File: src/rtl/keccak_round_ctrl.sv
// Iterative round sequencer for Keccak-f[100]: one external round per cycle, NR rounds per permutation.
// Optional abort port and flush behaviour enabled by defining KECCAK_ROUND_CTRL_ABORT_EN.
module keccak_round_ctrl #(
    parameter int unsigned NR = 16
) (
    input  logic         g_clk,
    input  logic         g_resetn,
    input  logic         in_valid,
    output logic         in_ready,
    input  logic [99:0]  in_state,
    output logic         out_valid,
    input  logic         out_ready,
    output logic [99:0]  out_state,
    output logic [99:0]  rf_state,
    output logic [4:0]   rf_round,
    output logic [3:0]   rf_rc,
    input  logic [99:0]  rf_next,
    output logic         busy
`ifdef KECCAK_ROUND_CTRL_ABORT_EN
    ,
    input  logic         abort
`endif
);

    localparam logic [4:0] LAST_ROUND = 5'(NR - 1);
    localparam logic [7:0] LFSR_SEED  = 8'h01;

    typedef enum logic [1:0] {
        S_IDLE,
        S_RUN,
        S_DONE
    } fsm_e;

    fsm_e         fsm_q, fsm_d;
    logic [99:0]  kstate_q, kstate_d;
    logic [4:0]   ir_q, ir_d;
    logic [7:0]   lfsr_q, lfsr_d;
    logic         abort_w;
    logic [7:0]   lfsr_s1, lfsr_s2;

`ifdef KECCAK_ROUND_CTRL_ABORT_EN
    assign abort_w = abort;
`else
    assign abort_w = 1'b0;
`endif

    // One step of the x^8+x^6+x^5+x^4+1 LFSR; bit 0 is the rc(t) output.
    function automatic logic [7:0] lfsr_step(input logic [7:0] r);
        return {r[6:0], 1'b0} ^ (r[7] ? 8'h71 : 8'h00);
    endfunction

    function automatic logic [7:0] lfsr_step7(input logic [7:0] r);
        logic [7:0] t;
        t = r;
        for (int unsigned i = 0; i < 7; i++) begin
            t = lfsr_step(t);
        end
        return t;
    endfunction

    always_ff @(posedge g_clk or negedge g_resetn) begin
        if (!g_resetn) begin
            fsm_q    <= S_IDLE;
            kstate_q <= '0;
            ir_q     <= '0;
            lfsr_q   <= LFSR_SEED;
        end else begin
            fsm_q    <= fsm_d;
            kstate_q <= kstate_d;
            ir_q     <= ir_d;
            lfsr_q   <= lfsr_d;
        end
    end

    always_comb begin
        fsm_d    = fsm_q;
        kstate_d = kstate_q;
        ir_d     = ir_q;
        lfsr_d   = lfsr_q;
        case (fsm_q)
            S_IDLE: begin
                if (in_valid) begin
                    kstate_d = in_state;
                    ir_d     = '0;
                    lfsr_d   = LFSR_SEED;
                    fsm_d    = S_RUN;
                end
            end
            S_RUN: begin
                kstate_d = rf_next;
                ir_d     = ir_q + 5'd1;
                lfsr_d   = lfsr_step7(lfsr_q);
                if (ir_q == LAST_ROUND) begin
                    ir_d  = '0;
                    fsm_d = S_DONE;
                end
            end
            S_DONE: begin
                if (out_ready) begin
                    fsm_d = S_IDLE;
                end
            end
            default: fsm_d = S_IDLE;
        endcase
        // Abort wins over both round progress and the output handshake.
        if (abort_w && (fsm_q != S_IDLE)) begin
            fsm_d    = S_IDLE;
            kstate_d = '0;
            ir_d     = '0;
            lfsr_d   = LFSR_SEED;
        end
    end

    // rf_rc bits 0,1,3 carry rc(7*ir), rc(7*ir+1), rc(7*ir+2).
    always_comb begin
        lfsr_s1  = lfsr_step(lfsr_q);
        lfsr_s2  = lfsr_step(lfsr_s1);
        rf_rc    = '0;
        rf_rc[0] = lfsr_q[0];
        rf_rc[1] = lfsr_s1[0];
        rf_rc[3] = lfsr_s2[0];
    end

    assign in_ready  = (fsm_q == S_IDLE);
    assign out_valid = (fsm_q == S_DONE);
    assign busy      = (fsm_q != S_IDLE);
    assign out_state = kstate_q;
    assign rf_state  = kstate_q;
    assign rf_round  = (fsm_q == S_RUN) ? ir_q : '0;

endmodule

File: config.mk
export PLATFORM = sky130hd
export DESIGN_NAME = keccak_round_ctrl
export DESIGN_NICKNAME = d
export VERILOG_FILES = /design/src/rtl/keccak_round_ctrl.sv
export SDC_FILE = /design/constraint.sdc
export NUM_CORES = 1
export LEC_CHECK = 0
export ABC_AREA = 0
export ABC_CLOCK_PERIOD_IN_PS = 1770
export CAP_MARGIN = 20
export CORE_AREA = 2 2 160 162
export CTS_CLUSTER_DIAMETER = 150
export DETAILED_ROUTE_END_ITERATION = 6
export DIE_AREA = 0 0 162 164
export PLACE_DENSITY = 0.63
export SLEW_MARGIN = 10
export SYNTH_ARGS = -nofsm -noshare
export SYNTH_HDL_FRONTEND = slang
export SYNTH_SLANG_ARGS = --single-unit
File: constraint.sdc
create_clock -name g_clk -period 1.77 [get_ports g_clk]
set_input_delay 0.4425 -clock g_clk [delete_from_list [all_inputs] [get_ports g_clk]]
set_output_delay 0.4425 -clock g_clk [all_outputs]
set_load 0.02 [all_outputs]
==> results by group <==
CTS
  • Bufs on Longest Clock Path: 2
  • Num CTS Buffers: 17
  • Depth of the CTS H-tree: 4
  • Latest clock arrival within the worst-skew pair: 410 ps
  • Root buffer cell: clkbuf_16
  • Clock-pin slew on the worst setup and hold paths: 60 ps
  • CTS tree: built
  • Num Clock Sinks: 115

Detailed routing
  • Iteration-0 DRC Markers: 401
  • Drt pass-1 iters: 4
  • Via/cell ratio: 4.320
  • DR vias: 6108
  • Final ANT Viol Nets: 0
  • WL/cell: 16.45 µm
  • # DRC: 0
  • Final WL: 23270 µm

Worst setup path
  • Critical path's largest stage delay: 420 ps
  • Crit start category: register
  • Worst-path cell chain: nor2b_4, buf_6, and2_4, buf_6
  • Kind of critical path: reg2out
  • Critical Path Most Common Cell: buf_6
  • Critical Path End Type: primary output
  • Crit Path Max Fanout: 6
  • FF-to-FF setup slack: 80 ps
  • Crit path DAT: 1400 ps
  • Worst EP required: 1330 ps
  • CP max stage cell: dfrtp_2

Synth
  • Synth cell types: 32
  • Count leader, synth: nand2_1
  • Mapped cell area: 0.006183 mm²
  • Syn avg cell area: 8.322 µm²
  • Warnings, synthesis: 0
  • Syn nets: 948
  • Synth Flop Type: dfrtp_1
  • Ranking of synthesized cells by area: dfrtp_1 46%, buf_4 13%, nand2_1 13%
  • Synthesis-stage register bit count: 115
  • Post-synth ARST share: 1.000
  • Synth top area share: 0.4614
  • Area leader, netlist: dfrtp_1
  • Number of synthesized flops with an enable pin: 0
  • Post-Synthesis Cells: 743
  • Register area share after synthesis: 0.4656
  • Post-synth top cells: 209 x nand2_1, 114 x dfrtp_1, 108 x buf_4

Status
  • Status: finished, violations left
  • Failing checks: setup timing

STA
  • Final Skew: 13.49 ps
  • Slew Limit Fails: 0
  • Unrepaired setup endpoints after global routing: yes
  • FMAX: 543.8 MHz
  • Tcrit/Tclk final: 1.039
  • Final count of hold timing violations: 0
  • Final setup fails: 3
  • WHS: 520.1 ps
  • Final worst path period need: 1839 ps
  • Setup WS post-layout: -68.87 ps

Flow run
  • MaxCap Viol Count: 0

GRT
  • GR Overflow Total: 0
  • Global-route wire length before repair: 34280 µm
  • All-layer global routing usage: 0.1677
  • Initial antenna violation count: 0
  • Largest net degree at the start of global routing: 56
  • Vias in the first global route: 5922

Power
  • Clock power share: 0.158
  • Maximum vdd drop: 1.072 mV
  • PwrDens: 2011 mW/mm²
  • Switching Share: 0.4642
  • Combinational share of power: 0.598
  • Internal: 11.42 mW
  • Total Power: 21.32 mW
  • Power share of the sequential group: 0.244
  • Static Leakage: 4.731 nW
  • Sw Pwr: 9.897 mW

Die
  • Die Y: 164 µm
  • Initial Utilization: 0.2491
  • Die Wd: 162 µm
  • Row count: 58
  • Die area: 0.02657 mm²
  • Core box area: 0.02482 mm²
  • # IOs: 416

Min path
  • Worst Hold Class: reg2reg

Placement
  • PortBufs: 414
  • DP Area: 0.01015 mm²
  • RD Place Congestion: 0.8368
  • Setup WS pre-CTS: -151.3 ps
  • Post-DP HPWL: 17880 µm

Finish
  • N_diodes: 0
  • Layout cells sized above 1: 0.09133
  • Cell area after layout: 0.01060 mm²
  • Nets: 1276
  • Synth-to-layout area growth: 71.43%
[repair_timing]
action,in CTS,in global routing
hold endpoints to repair,22,0
setup buffers,5,2
setup endpoints to repair,210,29
gates cloned,0,1
pin swaps,0,2
gates resized for setup,246,12
hold buffers,1,0
[routing by layer]
| metal | GRT usage | routed length, µm | part of all wire | vias up |
|---|---|---|---|---|
| li1 | - | - | - | 2985 |
| met4 | 0.04626 | 322 | 0.014 | 0 |
| met5 | 0 | 0 | 0 | - |
| met3 | 0.04116 | 1537 | 0.066 | 19 |
| met2 | 0.2797 | 11340 | 0.49 | 242 |
| met1 | 0.2172 | 10070 | 0.43 | 2862 |
[power by group through the flow]
stage / sequential [mW] / clock [mW] / combinational (mW)
5_1_grt: 5.43 / 3.59 / 13.8
6_report: 5.20 / 3.37 / 12.7
2_1_floorplan: 6.38 / 0 / 7.52
3_3_place_gp: 5.36 / 0 / 14.1
3_5_place_dp: 5.37 / 0 / 14.2
4_1_cts: 5.26 / 3.45 / 12.7
[worst max-delay path: cells and delay by family, from the launching register on]
family                 cells  cell delay, ps
and+or+nand+nor            2             330
DFF                        1             420
buffers and inverters      2             240
[state kept, by name, indices dropped and copies added, names as in the netlist]
| signal | count |
|---|---|
| fsm_q | 2 |
| lfsr_q | 8 |
| ir_q | 5 |
| out_state | 100 |
[cell families after synthesis]
family,count (synthesis),synth area share
adders and majority gates,1,0.002023
other,1,0.0006065
DFF,115,0.4656
xor gates and xnor gates,15,0.02367
and+or+nand+nor,329,0.2074
AOI/OAI and AO/OA,123,0.1218
buffers and inverters,159,0.1789
[cell usage in the layout (no fill, tap or decap), types with 3 or more instances in the layout]
master | netlist | routed
and3b_1 | 3 | 3
clkbuf_16 | 0 | 18
clkdlybuf4s50_1 | 0 | 202
clkinvlp_4 | 0 | 3
buf_12 | 0 | 14
dfrtp_1 | 114 | 113
o21ai_0 | 11 | 11
clkinv_2 | 0 | 5
nor2_1 | 103 | 102
a31oi_1 | 97 | 97
a21oi_1 | 7 | 7
nand2_1 | 209 | 209
dlygate4sd2_1 | 0 | 200
xnor2_1 | 13 | 13
buf_6 | 9 | 7
buf_4 | 108 | 34
and2_4 | 0 | 3
inv_1 | 5 | 5
clkbuf_1 | 6 | 3
[through the flow]
| step | setup TNS [ps] | utilization | std cells |
|---|---|---|---|
| after global placement | -7506 | 0.4091 | 1373 |
| after detailed placement | -9133 | 0.4091 | 1373 |
| after CTS | -257.0 | 0.4238 | 1411 |
| after global routing | -457.2 | 0.4271 | 1414 |
| final | -137.0 | 0.4271 | 1414 |
| after floorplan | 0 | - | 743 |
[worst paths after layout]
check,start,end,cells after the start
worst max-delay path,fsm_q[1],rf_round[4],4
worst min-delay path,lfsr_q[0],lfsr_q[0],2
worst max register to register,fsm_q[0],out_state[88],9
worst min register to register,lfsr_q[0],lfsr_q[0],2
max in group asynchronous,g_resetn,lfsr_q[0],3
min in group asynchronous,g_resetn,out_state[23],2
[area by class of cell]
| type | instances | area (µm²) |
|---|---|---|
| sequential | 115 | 2880 |
| clock buffer | 22 | 464.2 |
| inverter | 5 | 18.77 |
| clock inverter | 10 | 107.6 |
| tap | 330 | 412.9 |
| fill | 2554 | 14220 |
| timing repair buffer | 463 | 4481 |
| multi-input combinational | 469 | 2236 |
No activity file was read; power rests on OpenSTA's default activity.
